### config.mk
export PLATFORM = sky130hd
export DESIGN_NAME = nibble_serial_alu_seq
export DESIGN_NICKNAME = d
export VERILOG_FILES = /design/src/rtl/nibble_serial_alu_seq.sv
export SDC_FILE = /design/constraint.sdc
export NUM_CORES = 1
export LEC_CHECK = 0
export ABC_AREA = 1
export BUFFER_PORTS_ARGS = -buffer_cell sky130_fd_sc_hd__buf_4
export CAP_MARGIN = 20
export CORE_MARGIN = 2
export CORE_UTILIZATION = 30
export CTS_CLUSTER_DIAMETER = 40
export CTS_CLUSTER_SIZE = 16
export DETAILED_ROUTE_END_ITERATION = 10
export SLEW_MARGIN = 20
export SYNTH_ARGS = -nofsm -noshare
export SYNTH_HDL_FRONTEND = slang
export SYNTH_SLANG_ARGS = --single-unit
### constraint.sdc
create_clock -name clk -period 1.4 [get_ports clk]
set_clock_uncertainty 0.2 [all_clocks]
set_input_delay 0.21 -clock clk [delete_from_list [all_inputs] [get_ports clk]]
set_output_delay 0.21 -clock clk [all_outputs]
set_load 0.005 [all_outputs]
### src/rtl/nibble_serial_alu_seq.sv
`default_nettype none
// ============================================================================
//  Module      : nibble_serial_alu_seq
//  Description : Drives one external 4-bit add/sub/mov/neg slice to run
//                W = 4*NIB bit MOV/NEG/ADD/SUB operations nibble-serially,
//                least-significant nibble first. Operands are latched on an
//                accepted START. The inter-nibble carry is registered. The
//                full result appears on y/co together with a one-cycle done.
//                Optional macro OVF_EN adds a signed-overflow output.
//  Revision    : 1.0  initial release
// ============================================================================
module nibble_serial_alu_seq #(
    parameter int NIB = 4
) (
    input  logic             clk,
    input  logic             rstn,
    input  logic             start,
    input  logic [1:0]       op,
    input  logic [4*NIB-1:0] a,
    input  logic [4*NIB-1:0] b,
    output logic             busy,
    output logic             done,
    output logic [4*NIB-1:0] y,
    output logic             co,
`ifdef OVF_EN
    output logic             ovf,
`endif
    output logic             sl_ena,
    output logic             sl_sub,
    output logic [3:0]       sl_a,
    output logic [3:0]       sl_b,
    output logic             sl_ci,
    input  logic [3:0]       sl_y,
    input  logic             sl_co
);

    localparam int W  = 4 * NIB;
    localparam int CW = $clog2(NIB);

    localparam logic [CW-1:0] c_last = CW'(NIB - 1);
    localparam logic [1:0]    c_mov  = 2'b00;

    localparam logic [1:0] c_idle = 2'd0;
    localparam logic [1:0] c_run  = 2'd1;
    localparam logic [1:0] c_fin  = 2'd2;

    logic [1:0]    r_state;
    logic [1:0]    w_state_nxt;
    logic [W-1:0]  r_a;
    logic [W-1:0]  r_b;
    logic [1:0]    r_op;
    logic [CW-1:0] r_cnt;
    logic          r_carry;
    logic [W-1:0]  r_res;
    logic          w_run;
    logic          w_accept;
    logic          w_last;

    // FIN behaves like IDLE, so a new request is taken in either state
    assign w_run    = (r_state == c_run);
    assign w_accept = start && !w_run;
    assign w_last   = w_run && (r_cnt == c_last);

    // State register
    always_ff @(posedge clk or negedge rstn) begin
        if (!rstn) begin
            r_state <= c_idle;
        end else begin
            r_state <= w_state_nxt;
        end
    end

    // Next-state decode
    always_comb begin
        w_state_nxt = r_state;
        case (r_state)
            c_idle:  w_state_nxt = start ? c_run : c_idle;
            c_run:   w_state_nxt = w_last ? c_fin : c_run;
            c_fin:   w_state_nxt = start ? c_run : c_idle;
            default: w_state_nxt = c_idle;
        endcase
    end

    // Status and slice-control outputs; the slice sees zeros whenever not running
    always_comb begin
        busy   = w_run;
        done   = (r_state == c_fin);
        sl_ena = w_run & r_op[1];
        sl_sub = w_run & r_op[0];
        sl_a   = w_run ? r_a[3:0] : 4'h0;
        sl_b   = w_run ? r_b[3:0] : 4'h0;
        sl_ci  = w_run & r_carry;
    end

`ifdef OVF_EN
    logic w_xa_ms;
    logic w_yb_ms;
    logic w_cin_ms;
    logic w_ovf;

    // Carry into the MS bit recovered from the slice's MS-bit sum, XORed with carry out
    assign w_xa_ms  = r_op[1] & r_a[3];
    assign w_yb_ms  = r_op[0] ^ r_b[3];
    assign w_cin_ms = sl_y[3] ^ w_xa_ms ^ w_yb_ms;
    assign w_ovf    = (r_op != c_mov) & (w_cin_ms ^ sl_co);

    // Overflow flag, updated together with y
    always_ff @(posedge clk or negedge rstn) begin
        if (!rstn) begin
            ovf <= 1'b0;
        end else if (w_last) begin
            ovf <= w_ovf;
        end
    end
`endif

    // Operand shift registers, carry chain, partial result and final result
    always_ff @(posedge clk or negedge rstn) begin
        if (!rstn) begin
            r_a     <= '0;
            r_b     <= '0;
            r_op    <= 2'b00;
            r_cnt   <= '0;
            r_carry <= 1'b0;
            r_res   <= '0;
            y       <= '0;
            co      <= 1'b0;
        end else if (w_accept) begin
            r_a     <= a;
            r_b     <= b;
            r_op    <= op;
            r_cnt   <= '0;
            // NEG/SUB use inverted B plus one, the +1 enters as initial carry
            r_carry <= op[0];
        end else if (w_run) begin
            r_a     <= {4'h0, r_a[W-1:4]};
            r_b     <= {4'h0, r_b[W-1:4]};
            r_res   <= {sl_y, r_res[W-1:4]};
            r_carry <= sl_co;
            r_cnt   <= r_cnt + 1'b1;
            if (w_last) begin
                y  <= {sl_y, r_res[W-1:4]};
                co <= sl_co;
            end
        end
    end

endmodule
`default_nettype wire

# After elaboration in Yosys (flattened, before gate mapping)

Cells that the tools add are included.

Word-level logic and storage cells: 38
Memory bits (writable): 0
Memories kept: 0
Bits in registers: 72
Bits in latches: 0
Output and inout port bits: 30
Bits of input ports: 42
Memory bits (read-only): 0

Multipliers: 0
Multiplexer cells: 13
Equal/unequal tests: 3
Divide/modulo/power cells: 0
Add/subtract/negate cells: 1
Bitwise operators: 4
Reduce and logical (&&, ||, !) cells: 8
Shift operators: 0
$lt $le $gt $ge: 0

Operators with widths:

| operator                                       | number |
|---|---|
| two-way mux 16 bit                             | 4 |
| two-way mux 4 bit                              | 2 |
| two-way mux 2 bit                              | 3 |
| == test 2 bit (second input constant)          | 2 |
| case mux 2 bit (2 select lines)                | 1 |
| bitwise AND 1 bit                              | 3 |
| two-way mux 1 bit                              | 3 |
| AND reduction 3 bit                            | 1 |
| adder 2 x 1 -> 2 bit (second input constant)   | 1 |
| == test 2 x 1 -> 1 bit (second input constant) | 1 |
| logical AND 1 bit                              | 2 |
| zero test 2 bit                                | 1 |
| AND reduction 2 bit                            | 1 |
| nonzero test 2 bit                             | 1 |
| OR reduction 2 bit                             | 1 |
| zero test 1 bit                                | 1 |
| NOT 1 bit                                      | 1 |

# Longest topological paths before layout

Gate-level depths: netlist of run 1.

Depth after elaboration: 5
Depth in mapped cells: 6

# Least setup slack after synthesis of run 1

OpenSTA, ideal clock, no wires.

Kind: register to output
From: register r_state[1]
To: output sl_a[0]
Stages on the path, launching flop included: 6
Setup slack: 0.033 ns
Path buffers: 2
Data arrival time: 0.957 ns
Cells stage by stage: dfrtp_1 > inv_2 > nand2_2 > buf_6 > buf_2 > nor2_1

Word-level cells in the longest chain between the ends: 2

Ends and longest elaborated chain:

| what                   | RTL line | text |
|---|---|---|
| from (decl)            | 47       | `logic [1:0] r_state;` |
| from (signal assigned) | 67       | `r_state <= c_idle;` |
| from (signal assigned) | 69       | `r_state <= w_state_nxt;` |
| == test 2 x 1 -> 1 bit | 60       | `assign w_run = (r_state == c_run);` |
| two-way mux 4 bit      | 90       | `sl_a = w_run ? r_a[3:0] : 4'h0;` |
| to (decl)              | 30       | `output logic [3:0] sl_a,` |

Every way passes these cells.

# Worst setup path after layout of run 1

From: register r_state[1]
To: output sl_b[3]

Word-level cells in the longest chain between the ends: 2

Ends and longest elaborated chain:

| what                   | RTL line | text |
|---|---|---|
| == test 2 x 1 -> 1 bit | 60       |  |
| two-way mux 4 bit      | 91       | `sl_b = w_run ? r_b[3:0] : 4'h0;` |
| to (decl)              | 31       | `output logic [3:0] sl_b,` |

Every way passes these cells.

==> flow_summary.json, run 1 <==
{
  "status": "complete, but fails checks",
  "violations": "setup timing",
  "hp-class": "in2reg",
  "p_leak_nw": 2.49,
  "p_seq_frac": 0.303,
  "synth_area_um2": 2940,
  "wl_um": 8380,
  "p_clk_frac": 0.195,
  "met3WireLength_um": 324,
  "pre_cts_slack_ns": -0.0830,
  "core-area_um2": 9640,
  "startpoint_type": "register",
  "path_clk_slew_ns": 0.08,
  "slew_headroom": 0.756,
  "finalNonFillerCells": 620,
  "cts_tree": "built",
  "met1_length_um": 3790,
  "layout-drive-gt1-share": 0.372,
  "clock-sinks": 68,
  "fin_ws_ns": -0.281,
  "p_int_w": 0.00729,
  "worstSkewPairLatency_ns": 0.34,
  "power_w": 0.0111,
  "grt_overflow_total": 0,
  "rsz0062_at_grt": "yes",
  "dpl.hpwl_um": 4600,
  "path_max_fanout": 7,
  "drt-initial-drc-count": 123,
  "timing.final.hold_violations": 0,
  "arrival_ns": 1.27,
  "synth.largest_area_cell": "dfrtp_1",
  "dp.cells": 540,
  "fillCellCount": 870,
  "ff_latch_area_um2": 1700,
  "power_density_nw_per_um2": 2200,
  "cap_violations": 0,
  "slew_viol_final": 0,
  "num_io_pins": 72,
  "rr_startpoint": "r_state[1]$_DFF_PN0_",
  "drc_errors": 0,
  "worstHoldStart": "start",
  "area_growth_pct": 71.9,
  "portBuffers": 71,
  "drt-vias-per-instance": 4.58,
  "rows": 36,
  "detail-route-antenna-nets": 0,
  "whs_endpoint": "r_a[0]$_DFFE_PN0P_",
  "fp.dieH_um": 103,
  "max_freq_mhz": 595,
  "avgRoutedWirePerCell_um": 13.5,
  "place_congestion": 0.720,
  "synth_warnings": 0,
  "yosysSeqAreaShare": 0.579,
  "fin_util": 0.524,
  "synth.distinct_cells": 16,
  "clock_path_buffers": 2,
  "critPathSlowestCell": "dfrtp_1",
  "cp-end-kind": "output pin",
  "die-width_um": 103,
  "combPwrFrac": 0.502,
  "vias": 2842,
  "wl_met2_um": 4160,
  "rr_worst_depth": 9,
  "htree_levels": 3,
  "cp_slowest_stage_delay_ns": 0.40,
  "cts_buffers": 9,
  "yosys-top-cells-area": "dfrtp_1 (58%), nand3_1 (16%), nand2_1 (14%), inv_1 (2.0%), buf_2 (1.9%)",
  "netlist_instances": 342,
  "initial_utilization": 0.305,
  "power.switching_w": 0.00382,
  "fin_crit_sh": 1.20,
  "irDropWorstVdd_mv": 0.823,
  "path_class": "reg2out",
  "grt_pass1_vias": 2642,
  "tightest_slew_ns": 0.366,
  "synth.avg_cell_area_um2": 8.59,
  "root_buffer": "clkbuf_8",
  "rr_endpoint": "y[4]$_DFFE_PN0P_",
  "path_cells": "inv_2, nand2_8, buf_12, nor2_4, buf_6",
  "layout_commonest_cell": "nand2_1",
  "fin_crit_ns": 1.68,
  "first_pass_iters": 4,
  "antenna_found_initial": 0,
  "ys_ff_latch": 68,
  "r2r_slack_ns": -0.24,
  "synth_top_area_frac": 0.579,
  "layout.nets": 525,
  "worstHoldPathCells": 3,
  "layout_common_cells": "nand2_1 (101), buf_4 (77), nand3_1 (71), dfrtp_1 (67), dlygate4sd3_1 (40)",
  "grt_pass1_wl_um": 12600,
  "grtUsageTotal": 0.154,
  "required_ns": 0.99,
  "top_layer": "met4",
  "grt_max_degree": 69,
  "p_sw_frac": 0.344,
  "dieArea_um2": 10600,
  "setup_violations": 70,
  "antenna_cells": 0,
  "syn_nets": 385,
  "multiInputGateArea_um2": 1280
}
==> stage by stage <==
step	TNS (ns)	area, um2	hold slack, ns
2_1_floorplan	0	2940	-0.286
3_3_place_gp	-0.237	3740	0.0463
3_5_place_dp	-1.07	3740	0.0472
4_1_cts	-5.38	4660	0.0285
5_1_grt	-15.64	5050	0.0270
6_report	-11.88	5050	0.0273
==> power groups by stage <==
stage | clock [W] | sequential [W] | combinational [W]
after global routing | 0.00230 | 0.00347 | 0.00605
after global placement | 0 | 0.00332 | 0.00346
after detailed placement | 0 | 0.00334 | 0.00354
after CTS | 0.00221 | 0.00333 | 0.00446
after floorplan | 0 | 0.00325 | 0.00202
final | 0.00217 | 0.00337 | 0.00557
==> flip-flops by register name, summed over array words and instances, names as in the netlist <==
register and cells:
r_a 16, r_res 12, r_carry 1, r_cnt 2
co 1, r_b 16, r_op 2, y 16
r_state 2
==> logic make-up (layout without fill, tap and decap cells) <==
kind of cell	Yosys count	in the layout	synth area share
AND/OR/NAND/NOR	221	221	0.329
AO/OA/AOI/OAI	10	10	0.0175
flip-flops	68	68	0.579
adder cells (fa/ha/maj)	1	1	0.00426
buffers and inverters	42	187	0.0698
==> layout make-up <==
type,instances,share of cell area
inverter,19,0.0141
timing repair buffer,152,0.309
clock buffer,10,0.0272
tap,133,0.0329
multi-input combinational,232,0.253
sequential,68,0.337
clock inverter,6,0.0265
==> how the worst max path moves through the flow <==
stage                         start                to  slack [ns]  cells past startpoint
2_1_floorplan  r_state[1]$_DFF_PN0_           sl_a[0]        0.03                      5
3_3_place_gp   r_state[1]$_DFF_PN0_  y[5]$_DFFE_PN0P_       -0.03                      5
3_5_place_dp   r_state[1]$_DFF_PN0_  y[1]$_DFFE_PN0P_       -0.08                      5
4_1_cts        r_state[1]$_DFF_PN0_           sl_b[2]       -0.28                      5
5_1_grt        r_state[1]$_DFF_PN0_            sl_sub       -0.33                      5
6_report       r_state[1]$_DFF_PN0_           sl_b[3]       -0.28                      5
==> cell usage after synthesis <==
| master | instances |
|---|---|
| nand2_1 | 111 |
| nand3_1 | 94 |
| dfrtp_1 | 68 |
| inv_1 | 16 |
| nor2_1 | 12 |
| buf_2 | 11 |
| o21ai_1 | 9 |
| buf_4 | 7 |
| inv_2 | 3 |
| buf_1 | 2 |
| clkbuf_1 | 2 |
| nand2_2 | 2 |
| nor2_4 | 2 |
| buf_6 | 1 |
| ha_1 | 1 |
| o22ai_1 | 1 |
==> metal layers <==
metal  GRT usage  vias to the layer above
met5           0                        -
met4      0.0557                        0
met3      0.0332                       10
met2       0.243                       77
met1       0.210                     1370
li1            -                     1385
==> worst max-delay path, delay by kind of cell, from the launching register on <==
kind          cells  cell delay [ns]
flops             1             0.40
simple gates      2             0.17
buf+inv           3             0.37
==> timing repair <==
item                                    in CTS  in global routing
setup buffers                               12                  6
gates resized for setup                     23                 63
gates cloned                                 2                  4
hold buffers                                40                  0
endpoints found under the hold margin      112                  0
endpoints found under the setup margin      30                 78
pin swaps                                    3                  5
Power figures use the tool's default switching activity.
==> inputs of run 2 (changes only) <==
--- a/config.mk
+++ b/config.mk
@@ -12,2 +12,3 @@
 export CORE_UTILIZATION = 30
+export CTS_BUF_LIST = sky130_fd_sc_hd__clkbuf_8
 export CTS_CLUSTER_DIAMETER = 40
@@ -15,2 +16,3 @@
 export DETAILED_ROUTE_END_ITERATION = 10
+export REMOVE_ABC_BUFFERS = 1
 export SLEW_MARGIN = 20
==> constraint.sdc (replaced) <==
create_clock -name clk -period 1.4 [get_ports clk]
set_clock_uncertainty 0.2 [all_clocks]
set_input_delay 0.28 -clock clk [delete_from_list [all_inputs] [get_ports clk]]
set_output_delay 0.28 -clock clk [all_outputs]
set_load 0.005 [all_outputs]
==> flow_summary.json, run 2 (synthesis results as in run 1) <==
{
  "arrival_ns": 1.26,
  "layout_common_cells": "nand2_1 (96), buf_4 (81), nand3_1 (72), dfrtp_1 (67), dlygate4sd3_1 (39)",
  "met1_usage": 0.195,
  "antenna_found_initial": 0,
  "layout-drive-gt1-share": 0.370,
  "path_cells": "inv_2, nand2_4, buf_12, nor2_2, buf_4",
  "grt_pass1_vias": 2579,
  "portBuffers": 71,
  "worstHoldStart": "b[8]",
  "htree_levels": 3,
  "place_area_um2": 3730,
  "status": "complete, but fails checks",
  "fp.dieH_um": 103,
  "rr_endpoint": "y[10]$_DFFE_PN0P_",
  "detail-route-antenna-nets": 0,
  "stdcell_area_um2": 4910,
  "grt_max_degree": 36,
  "num_io_pins": 72,
  "grt_overflow_total": 0,
  "path_max_fanout": 13,
  "layout_commonest_cell": "nand2_1",
  "area_growth_pct": 67.1,
  "cp_slowest_stage_delay_ns": 0.39,
  "dp.cells": 543,
  "dieArea_um2": 10600,
  "reg_top3": "r_a: 16 flops, r_b: 16 flops, y: 16 flops",
  "initial_utilization": 0.305,
  "first_pass_iters": 4,
  "fin_crit_ns": 1.74,
  "antenna_cells": 0,
  "slew_viol_final": 0,
  "clock-sinks": 68,
  "timing.final.hold_violations": 0,
  "tightest_slew_ns": 0.209,
  "p_leak_nw": 2.48,
  "drt-vias-per-instance": 4.48,
  "cts_buffers": 9,
  "r2r_slack_ns": -0.25,
  "path_class": "reg2out",
  "rr_worst_depth": 9,
  "grt_busiest_layer": "met2",
  "slew_headroom": 0.861,
  "wl_um": 8300,
  "cts_tree": "built",
  "fin_crit_sh": 1.24,
  "required_ns": 0.92,
  "violations": "setup timing",
  "path_clk_slew_ns": 0.07,
  "met3_usage": 0.0353,
  "die-width_um": 103,
  "rsz0062_at_grt": "yes",
  "irDropWorstVdd_mv": 0.642,
  "rows": 36,
  "whs_endpoint": "r_b[8]$_DFFE_PN0P_",
  "fin_ws_ns": -0.338,
  "setup_violations": 60,
  "dpl.hpwl_um": 4610,
  "worstSkewPairLatency_ns": 0.35,
  "avgRoutedWirePerCell_um": 13.4,
  "rr_startpoint": "r_state[1]$_DFF_PN0_",
  "grtUsageTotal": 0.151,
  "cp-end-kind": "output pin",
  "place_congestion": 0.764,
  "grt_pass1_wl_um": 12400,
  "layout.nets": 525,
  "startpoint_type": "register",
  "vias": 2776,
  "drt-initial-drc-count": 121,
  "hp-class": "in2reg",
  "clock_path_buffers": 2,
  "critPathSlowestCell": "dfrtp_1",
  "core-area_um2": 9640,
  "worstHoldPathCells": 3,
  "power_density_nw_per_um2": 2030,
  "grtUsageMet2": 0.248,
  "max_freq_mhz": 575,
  "finalNonFillerCells": 620,
  "cap_violations": 0,
  "root_buffer": "clkbuf_8",
  "drc_errors": 0
}
## run 2: critical path, delay by kind of cell (launching register included)
family | cells | cell delay (ns)
DFF | 1 | 0.39
buffers and inverters | 3 | 0.37
and+or+nand+nor | 2 | 0.16
## run 2: metal layers
metal  wire length (um)  up-vias
li1                   -     1392
met1               3590     1327
met2               4290       44
met4                167        0
met5                  0        -
met3                258       13
## run 2: power by group
part	total [W]	switching (W)	internal (W)
registers	0.00338	0.000552	0.00283
logic	0.00524	0.00242	0.00282
clock network	0.00137	0.000715	0.000659
## run 2: repair_timing
action / in CTS / in global routing
endpoints found under the hold margin: 111 / 0
cloned: 1 / 4
setup buffers: 10 / 8
setup endpoints to repair: 42 / 84
resized for setup: 24 / 62
pin swaps: 9 / 12
hold buffers: 39 / 0
## run 2: cell type report
type | count | area, um2
sequential | 68 | 1700
inverter | 19 | 71.3
fill | 907 | 4730
tap | 133 | 166
multi-input combinational | 232 | 1280
clock inverter | 6 | 25.0
timing repair buffer | 152 | 1530
clock buffer | 10 | 138
## run 2: per-stage QoR
stage	setup slack, ns	TNS (ns)	hold slack, ns	utilization	power [W]
3_5_place_dp	-0.0484	-0.933	-0.0536	0.387	0.00674
5_1_grt	-0.410	-14.89	0.0350	0.509	0.0107
4_1_cts	-0.349	-6.06	0.0193	0.467	0.00897
6_report	-0.338	-10.79	0.0136	0.509	0.00999
2_1_floorplan	-0.650	-35.46	-0.216	-	0.00497
3_3_place_gp	-0.0563	-0.536	-0.0528	0.387	0.00665
## run 2: worst max path at each step
stage	from	to	slack (ns)	cells past startpoint
after floorplan	r_state[1]$_DFF_PN0_	y[15]$_DFFE_PN0P_	-0.65	5
after global placement	r_state[1]$_DFF_PN0_	sl_b[1]	-0.06	5
after detailed placement	r_state[1]$_DFF_PN0_	sl_ci	-0.05	5
after CTS	r_state[0]$_DFF_PN0_	sl_sub	-0.35	4
after global routing	r_state[1]$_DFF_PN0_	sl_a[3]	-0.41	5
final	r_state[1]$_DFF_PN0_	sl_b[0]	-0.34	5
==> inputs of run 3 (changes only) <==
CORE_ASPECT_RATIO = 1.25   (was not set)
==> flow_summary.json, run 3 (synthesis results as in run 1) <==
{
  "reg_top3": "r_a: 16 flops, r_b: 16 flops, y: 16 flops",
  "die-width_um": 92.5,
  "antenna_cells": 0,
  "rr_worst_depth": 8,
  "layout_commonest_cell": "nand2_1",
  "path_class": "reg2out",
  "layout.nets": 519,
  "path_cells": "inv_4, nand2_8, nor2_2, buf_4",
  "root_buffer": "clkbuf_8",
  "fp.dieH_um": 115,
  "vias": 2795,
  "p_int_w": 0.00628,
  "cp-end-kind": "output pin",
  "rsz0062_at_grt": "yes",
  "whs_endpoint": "r_a[13]$_DFFE_PN0P_",
  "avgRoutedWirePerCell_um": 13.1,
  "clock_path_buffers": 2,
  "layout_common_cells": "nand2_1 (110), nand3_1 (94), buf_4 (82), dfrtp_1 (67), dlygate4sd3_1 (40)",
  "stdcell_area_um2": 4700,
  "detail-route-antenna-nets": 0,
  "status": "complete, but fails checks",
  "fin_util": 0.491,
  "rr_startpoint": "r_state[1]$_DFF_PN0_",
  "cts_tree": "built",
  "startpoint_type": "register",
  "combPwrFrac": 0.505,
  "rows": 40,
  "fin_ws_ns": -0.305,
  "power_w": 0.00984,
  "grtUsageTotal": 0.157,
  "clock-sinks": 68,
  "dp.cells": 532,
  "hp-class": "in2reg",
  "worstHoldPathCells": 3,
  "violations": "setup timing",
  "cp_top_family": "flip-flops",
  "grt_pass1_wl_um": 12900,
  "r2r_slack_ns": -0.21,
  "setup_violations": 64,
  "arrival_ns": 1.22,
  "layout-drive-gt1-share": 0.296,
  "grt_overflow_total": 0,
  "power.switching_w": 0.00356,
  "p_seq_frac": 0.339,
  "num_io_pins": 72,
  "slew_viol_final": 0,
  "multiInputGateArea_um2": 1170,
  "timing.critical_path.buf_inv": 2,
  "fin_crit_ns": 1.70,
  "tightest_slew_ns": 0.367,
  "dieArea_um2": 10600,
  "initial_utilization": 0.307,
  "dpl.hpwl_um": 4510,
  "grt_max_degree": 69,
  "drt-initial-drc-count": 109,
  "cap_violations": 0,
  "power_density_nw_per_um2": 2090,
  "finalNonFillerCells": 606,
  "slew_headroom": 0.755,
  "critPathSlowestCell": "dfrtp_1",
  "cp_slowest_stage_delay_ns": 0.41,
  "worstSkewPairLatency_ns": 0.35,
  "cts_buffers": 9,
  "ff_latch_area_um2": 1700,
  "grt_pass1_vias": 2635,
  "worstHoldStart": "start",
  "place_area_um2": 3640,
  "drc_errors": 0,
  "fillCellCount": 912,
  "p_sw_frac": 0.361,
  "path_max_fanout": 11,
  "wl_um": 7950,
  "htree_levels": 3,
  "antenna_found_initial": 0,
  "first_pass_iters": 4,
  "core-area_um2": 9560,
  "required_ns": 0.92,
  "drt-vias-per-instance": 4.61,
  "rr_endpoint": "y[7]$_DFFE_PN0P_",
  "p_leak_nw": 2.35,
  "portBuffers": 71,
  "p_clk_frac": 0.156,
  "path_clk_slew_ns": 0.07,
  "fin_crit_sh": 1.22,
  "irDropWorstVdd_mv": 0.619,
  "area_growth_pct": 59.9,
  "max_freq_mhz": 587,
  "timing.final.hold_violations": 0,
  "place_congestion": 0.781
}
==> run 3: cell count changes in the layout (fill, tap and decap cells not counted), moves of 4 or more <==
cell | before | now
nand3_1 | 72 | 94
nand3_2 | 17 | 0
nand2_1 | 96 | 110
buf_6 | 15 | 4
nand2_2 | 12 | 1
nand2_4 | 5 | 0
nand2_8 | 0 | 5
nand3_4 | 5 | 0
buf_12 | 11 | 7
buf_8 | 1 | 5
==> run 3: worst min-delay path, stage by stage <==
cell     delay, ns
buf_4         0.15
nand3_1       0.08
nand2_1       0.05
==> run 3: worst max-delay path by stage <==
stage / cells after the start / endpoint / slack [ns] / from
after floorplan: 5 / y[15]$_DFFE_PN0P_ / -0.65 / r_state[1]$_DFF_PN0_
after global placement: 5 / y[6]$_DFFE_PN0P_ / -0.11 / r_state[0]$_DFF_PN0_
after detailed placement: 5 / y[11]$_DFFE_PN0P_ / -0.12 / r_state[0]$_DFF_PN0_
after CTS: 4 / sl_b[0] / -0.31 / r_state[1]$_DFF_PN0_
after global routing: 4 / sl_ci / -0.35 / r_state[1]$_DFF_PN0_
final: 4 / sl_b[0] / -0.30 / r_state[1]$_DFF_PN0_
==> run 3: power groups by stage <==
stage | combinational [W] | clock, W | sequential [W]
2_1_floorplan | 0.00172 | 0 | 0.00325
3_5_place_dp | 0.00327 | 0 | 0.00334
3_3_place_gp | 0.00321 | 0 | 0.00329
4_1_cts | 0.00446 | 0.00158 | 0.00332
5_1_grt | 0.00552 | 0.00167 | 0.00344
6_report | 0.00497 | 0.00154 | 0.00333
==> run 3: area by class of cell <==
type                    instances  area share
well taps                     126      0.0336
clock buffers                  13      0.0381
repair buffers                143       0.299
inverters                      19      0.0157
flip-flops and latches         68       0.362
multi-input cells             235       0.249
clock inverters                 2     0.00186
==> run 3: through the flow <==
| step | setup slack [ns] | hold slack (ns) | setup TNS [ns] |
|---|---|---|---|
| floorplan | -0.650 | -0.216 | -35.46 |
| global placement | -0.106 | 0.116 | -1.94 |
| detailed placement | -0.117 | 0.121 | -2.16 |
| CTS | -0.307 | 0.0289 | -10.61 |
| global route | -0.349 | 0.0490 | -14.56 |
| finish | -0.305 | 0.0452 | -11.03 |
==> run 3: per-layer routing <==
layer	GRT usage	part of all wire
met1	0.207	0.45
met2	0.249	0.49
met3	0.0270	0.035
met4	0.0806	0.022
met5	0	0
==> run 3: what timing repair did <==
item                                    CTS  global route
pin swaps                                 3             1
endpoints found under the setup margin   60            78
hold endpoints to repair                112             0
cloned                                    4             4
setup buffers                            11             1
hold buffers                             40             0
gates resized for setup                  33            16
